[src/rtl/bus_pkg.sv]
// Shared definitions for the two-master bus arbiter/mux.
package bus_pkg;
    typedef enum logic {
        M0_GRANT = 1'b0,
        M1_GRANT = 1'b1
    } arb_state_e;

    localparam int MAX_HOLD_DEF = 16;
endpackage

[src/rtl/bus_arb_fsm.sv]
// Two-state grant FSM; optional fairness hold counter enabled by BUS_ARB_HOLD_EN.
module bus_arb_fsm
    import bus_pkg::*;
#(
    parameter int MAX_HOLD = MAX_HOLD_DEF
) (
    input  logic clk,
    input  logic reset_n,
    input  logic m0_req_i,
    input  logic m1_req_i,
    output logic m0_grant_o,
    output logic m1_grant_o
);
    arb_state_e state_q, state_d;
    logic       hold_expire;

`ifdef BUS_ARB_HOLD_EN
    localparam int CW = (MAX_HOLD > 1) ? $clog2(MAX_HOLD) : 1;

    logic [CW-1:0] cnt_q, cnt_d;
    logic          both_req;

    assign both_req    = m0_req_i & m1_req_i;
    assign hold_expire = both_req && (cnt_q == CW'(MAX_HOLD - 1));

    // Clears on a grant change or as soon as contention goes away.
    always_comb begin
        cnt_d = cnt_q + 1'b1;
        if (!both_req || (state_d != state_q))
            cnt_d = '0;
    end

    always_ff @(posedge clk or negedge reset_n) begin
        if (!reset_n) cnt_q <= '0;
        else          cnt_q <= cnt_d;
    end
`else
    assign hold_expire = 1'b0;
`endif

    always_ff @(posedge clk or negedge reset_n) begin
        if (!reset_n) state_q <= M0_GRANT;
        else          state_q <= state_d;
    end

    always_comb begin
        state_d = state_q;
        case (state_q)
            M0_GRANT: if ((!m0_req_i && m1_req_i) || hold_expire) state_d = M1_GRANT;
            M1_GRANT: if (!m1_req_i || hold_expire)               state_d = M0_GRANT;
            default:  state_d = M0_GRANT;
        endcase
    end

    always_comb begin
        m0_grant_o = (state_q == M0_GRANT);
        m1_grant_o = (state_q == M1_GRANT);
    end
endmodule

[src/rtl/bus_arbit_mux.sv]
// Two-master bus: grant FSM, grant-steered request mux, registered read-return select.
// Optional hold-limit fairness: define BUS_ARB_HOLD_EN.
module bus_arbit_mux
    import bus_pkg::*;
#(
    parameter int MAX_HOLD = MAX_HOLD_DEF
) (
    input  logic        clk,
    input  logic        reset_n,
    input  logic        m0_req,
    input  logic        m1_req,
    input  logic        m0_wr,
    input  logic        m1_wr,
    input  logic [7:0]  m0_address,
    input  logic [7:0]  m1_address,
    input  logic [31:0] m0_dout,
    input  logic [31:0] m1_dout,
    input  logic        s0_sel,
    input  logic        s1_sel,
    input  logic [31:0] s0_dout,
    input  logic [31:0] s1_dout,
    output logic        m0_grant,
    output logic        m1_grant,
    output logic        s_req,
    output logic        s_wr,
    output logic [7:0]  s_address,
    output logic [31:0] s_din,
    output logic [31:0] m_din
);
    logic [1:0] rd_sel_q, rd_sel_d;

    bus_arb_fsm #(.MAX_HOLD(MAX_HOLD)) u_fsm (
        .clk        (clk),
        .reset_n    (reset_n),
        .m0_req_i   (m0_req),
        .m1_req_i   (m1_req),
        .m0_grant_o (m0_grant),
        .m1_grant_o (m1_grant)
    );

    always_comb begin
        if (m1_grant) begin
            s_req     = m1_req;
            s_wr      = m1_req & m1_wr;
            s_address = m1_address;
            s_din     = m1_dout;
        end else begin
            s_req     = m0_req;
            s_wr      = m0_req & m0_wr;
            s_address = m0_address;
            s_din     = m0_dout;
        end
    end

    // Return path keys off the select captured with the read, not the live grant.
    assign rd_sel_d = (s_req && !s_wr) ? {s1_sel, s0_sel} : 2'b00;

    always_ff @(posedge clk or negedge reset_n) begin
        if (!reset_n) rd_sel_q <= 2'b00;
        else          rd_sel_q <= rd_sel_d;
    end

    always_comb begin
        m_din = 32'h0;
        if (rd_sel_q[0])      m_din = s0_dout;
        else if (rd_sel_q[1]) m_din = s1_dout;
    end
endmodule
[config.mk]
export PLATFORM = sky130hd
export DESIGN_NAME = bus_arbit_mux
export DESIGN_NICKNAME = d
export VERILOG_FILES = /design/src/rtl/bus_pkg.sv /design/src/rtl/bus_arb_fsm.sv /design/src/rtl/bus_arbit_mux.sv
export SDC_FILE = /design/constraint.sdc
export NUM_CORES = 1
export LEC_CHECK = 0
export ABC_AREA = 1
export ABC_CLOCK_PERIOD_IN_PS = 1100
export BUFFER_PORTS_ARGS = -buffer_cell sky130_fd_sc_hd__buf_2
export CORE_AREA = 5 5 84 86
export CTS_CLUSTER_DIAMETER = 60
export DETAILED_ROUTE_END_ITERATION = 16
export DIE_AREA = 0 0 89 91
export GPL_TIMING_DRIVEN = 0
export PLACE_DENSITY_LB_ADDON = 0.25
export SYNTH_ARGS = -nofsm -noshare
export SYNTH_HDL_FRONTEND = slang
export SYNTH_SLANG_ARGS = --single-unit
[constraint.sdc]
create_clock -name clk -period 1.1 [get_ports clk]
set_input_delay 0.11 -clock clk [delete_from_list [all_inputs] [get_ports clk]]
set_output_delay 0.11 -clock clk [all_outputs]
set_load 0.005 [all_outputs]
Word-level counts from Yosys, hierarchy flattened
Index checks and enable logic that the tools add are counted.
{"block": "totals", "register_bits": 3, "in_bits": 152, "out_inout_bits": 76}
{"block": "op_classes", "mux": 10, "n_bitwise": 3, "n_reduce_logical": 4}
{"op": "2-to-1 mux 32 bit", "count": 3}
{"op": "2-to-1 mux 8 bit", "count": 1}
{"op": "2-to-1 mux 1 bit", "count": 4}
{"op": "AND 1 bit", "count": 2}
{"op": "logical AND 1 bit", "count": 2}
{"op": "zero test 1 bit", "count": 2}
{"op": "2-to-1 mux 2 bit", "count": 1}
{"op": "one-hot mux 1 bit (2 select lines)", "count": 1}
{"op": "NOT 1 bit", "count": 1}

Depth between registers and ports, before layout
{"block": "logic_depth", "ltp_word": 5, "depth_mapped": 6}

Cells and area by module
A second synthesis with hierarchy kept.
{"block": "unflattened", "hier_cells": 254, "area_unflattened_um2": 1142.3}
{"module": "bus_arbit_mux", "n_inst": 1, "cells_per_inst": 250, "area_per_inst_um2": 1101.1, "seq_area_each_um2": 50.0}
{"module": "bus_arb_fsm", "n_inst": 1, "cells_per_inst": 4, "area_per_inst_um2": 41.3, "seq_area_each_um2": 25.0}

Worst setup path before layout
Ideal clock, no wire load.
{"block": "synth_path", "path_kind": "reg-to-output", "startpoint": "register u_fsm.state_q, in the netlist u_fsm.m1_grant_o", "endpoint": "output s_address[0]", "arrival_time_ns": 0.833, "slack_ns": 0.157, "stages_incl_launch_ff": 6, "path_buffers": 2, "cell_sequence": "dfrtp_1 -> buf_6 -> inv_6 -> buf_4 -> nand2_1 -> nand2_1"}
{"block": "synth_via", "elab_chain_cells": 1}
{"element": "start, declared", "line": "bus_arb_fsm.sv:14", "source": "arb_state_e state_q, state_d;"}
{"element": "start signal, assigned", "line": "bus_arb_fsm.sv:43", "source": "else state_q <= state_d;"}
{"element": "2-to-1 mux 8 bit", "line": "bus_arbit_mux.sv:42", "source": "if (m1_grant) begin"}
{"element": "end, declared", "line": "bus_arbit_mux.sv:26", "source": "output logic [7:0] s_address,"}
Every way passes these cells.

Worst setup path after layout
{"block": "layout_path", "startpoint": "register rd_sel_q[0]", "endpoint": "output m_din[12]"}
{"block": "layout_via", "elab_chain_cells": 1}
{"element": "start, declared", "line": "bus_arbit_mux.sv:30", "source": "logic [1:0] rd_sel_q, rd_sel_d;"}
{"element": "start signal, assigned", "line": "bus_arbit_mux.sv:60", "source": "else rd_sel_q <= rd_sel_d;"}
{"element": "2-to-1 mux 32 bit", "line": "bus_arbit_mux.sv:65", "source": "if (rd_sel_q[0]) m_din = s0_dout;"}
{"element": "end, declared", "line": "bus_arbit_mux.sv:28", "source": "output logic [31:0] m_din"}
Every way passes these cells.

==> flow_metrics.tcl <==
set metrics [dict create \
    sequential_share_of_the_synthesized_area_pct 6.659 \
    wl_per_cell_um 12.87 \
    combinational_family_with_the_most_area_after_synthesis "simple AND/OR/NAND/NOR gates" \
    synth_top_cell_area_share_pct 61.93 \
    holdCritPathClass "primary input to register" \
    antenna_found_initial 0 \
    cts-buffers-inserted 3 \
    violations_in_the_final_reports "setup timing" \
    pwr-share-clk_pct 19.5 \
    fin_util_pct 46.22 \
    io_pins 228 \
    gp_congestion 0.7929 \
    setup.worst_path.class "register to output port" \
    syn-num-nets 404 \
    area_delta_synth_final_pct 154.4 \
    fillCellCount 656 \
    netlist_top_cells_area "nand2_1 (62%), nand3_1 (15%), dfrtp_1 (6.7%)" \
    rsz0062_at_grt "yes" \
    worst-slew-pin-transition_ns 0.1603 \
    worst_setup_path_end_kind "output port" \
    start_util_pct 18.17 \
    status "finished with violations" \
    synth-compound-area-share_pct 0.6659 \
    number_of_antenna_cells_inserted 0 \
    drc 0 \
    max_cap_violations 0 \
    ant_nets 0 \
    netlist.top_cell.by_area "nand2_1" \
    fp.dieW_um 89 \
    clk_latency_ns 0.21 \
    synth-xor-area-share_pct 0 \
    power.combinational.fraction_pct 72.7 \
    vdd.ir_drop.worst_uv 336.3 \
    cts_htree_levels 1 \
    num_rows 29 \
    syn-mean-instance-area_um2 4.474 \
    drtPass1Iterations 6 \
    switchingPower_uw 644.6 \
    hold_violations 0 \
    cts_tree "built" \
    max_freq_ghz 0.7596 \
    layout_common_cells "buf_2 (224), nand2_1 (172), nand3_2 (33), nand2_2 (14), buf_6 (13)" \
    chipHeight_um 91 \
    final.setup.tns_ns -12.78 \
    grt_max_degree 11 \
    totalWireLength_mm 7.377 \
    finalNetCount 649 \
    cts_buffer_depth 2 \
    syn-instance-count 252 \
    crit_path_start_kind "register" \
    globalRoute.totalOverflow 0 \
    global_route_wire_length_before_repair_mm 10.56 \
    area_of_the_mapped_netlist_mm2 0.001127 \
    grt_usage_pct 16.10 \
    clkSlewWorstSetupHoldPaths_ns 0.03 \
    r2r_slack_ns 0.10 \
    final.setup_skew_ns 0.002811 \
    numPortBuffers 227 \
    die-area_mm2 0.008099 \
    cellPowerDensity_mw_per_mm2 571.5 \
    root_buffer "clkbuf_8" \
    core_footprint_mm2 0.006205 \
    yosysWarningCount 0 \
    setup_viol 75 \
    netlist-cell-type-count 13 \
    cts_num_sinks 3 \
    first_global_vias 2331 \
    cp.required_ns 0.99 \
    detail_route.vias_per_cell 4.188 \
    internal_power_uw 994.2 \
    final.setup.worst_slack_ns -0.2165 \
    yosys.area_share.adder_pct 0 \
    drtIter0Drc 39 \
    min_period_over_period_pct 119.7 \
    dpl_cell_area_mm2 0.002360 \
    switching_share_pct 39.33 \
    timing.final.max_slew_violations 0 \
    synth_simple_gate_area_share_pct 79.69 \
    synth_seq_cells 3 \
    detailroute.via_count 2400 \
    final.min_clock_period_ns 1.316 \
    synth.area.mux_share_pct 0 \
    drive_gt1_share_pct 63.10 \
    most_common_cell_after_layout_fill_and_taps_aside "buf_2" \
    p_seq_share_pct 7.8 \
    hpwl_mm 5.946 \
    cp.arrival_ns 1.21 \
    relSlewSlack_pct 89.31 \
    path_max_fanout 8 \
    design_area_mm2 0.002868 \
    holdWs_ns 0.1062 \
    leakage_power_total_uw 0.001887 \
]
[final cells by class]
| class | count | area [um2] | area share [%] |
|---|---|---|---|
| buffer | 19 | 206.4 | 7.199 |
| timing repair inverter | 1 | 6.256 | 0.2182 |
| tap | 77 | 96.34 | 3.360 |
| timing repair buffer | 239 | 1291 | 45.03 |
| multi-input combinational | 226 | 1111 | 38.74 |
| inverter | 4 | 35.03 | 1.222 |
| clock buffer | 4 | 45.04 | 1.571 |
| sequential | 3 | 76.32 | 2.661 |
[power groups by stage]
stage	clock network [uW]	logic, uW	registers [uW]
floorplan	0	408	124
global placement	0	973	126
detailed placement	0	982	127
CTS	335	1130	127
global route	355	1310	129
finish	320	1190	128
[metal layers]
layer  wire, um  share of wire, %  vias up  GRT usage [%]
li1           -                 -     1259              -
met1       2359                32     1004          14.57
met2       3927                53      133          32.18
met3       1055                14        4          7.149
met4         36              0.49        0          2.730
met5          0                 0        -              0
[repair_timing]
action                                 4_1_cts  5_1_grt
cloned                                       8        1
resized for setup                           67       29
setup endpoints to repair                   75       76
buffers inserted                             2        1
hold buffers                                 1        0
pin swaps                                   23       26
endpoints found under the hold margin        3        0
[sequential cells by signal (all words and copies together) (netlist names)]
register / count
rd_sel_q: 2
u_fsm.m1_grant_o: 1
[path summary, 6_finish.rpt]
path | cells after the start | to | from
max in group asynchronous | 2 | rd_sel_q[1]$_DFF_PN0_ | reset_n
min in group asynchronous | 2 | rd_sel_q[0]$_DFF_PN0_ | reset_n
max reg2reg | 5 | rd_sel_q[1]$_DFF_PN0_ | u_fsm.m1_grant_o$_DFF_PN0_
max | 6 | m_din[12] | rd_sel_q[0]$_DFF_PN0_
min | 3 | rd_sel_q[0]$_DFF_PN0_ | s0_sel
min reg2reg | 3 | u_fsm.m1_grant_o$_DFF_PN0_ | u_fsm.m1_grant_o$_DFF_PN0_
[worst max-delay path: stages, from the launching register on]
cell	delay [ns]
dfrtp_1	0.33
buf_6	0.17
clkinv_8	0.10
buf_8	0.14
nand3_2	0.07
nand2_2	0.06
buf_2	0.12
[cell families after synthesis]
kind of cell,count (synthesis)
flops,3
simple gates,225
compound gates,1
buf+inv,23
[cells in the mapped netlist (all sizes together)]
master	instances
nand3	35
buf	19
a21boi	1
dfrtp	3
inv	4
nand2	188
nor2	2
[stage by stage]
step,cells,worst slack (ns),total power (uW)
global route,573,-0.2780,1797
floorplan,252,0.1572,532.6
global placement,556,-0.03129,1099
detailed placement,556,-0.03427,1109
finish,573,-0.2165,1639
CTS,571,-0.2003,1590
No activity file was read; power rests on OpenSTA's default activity.
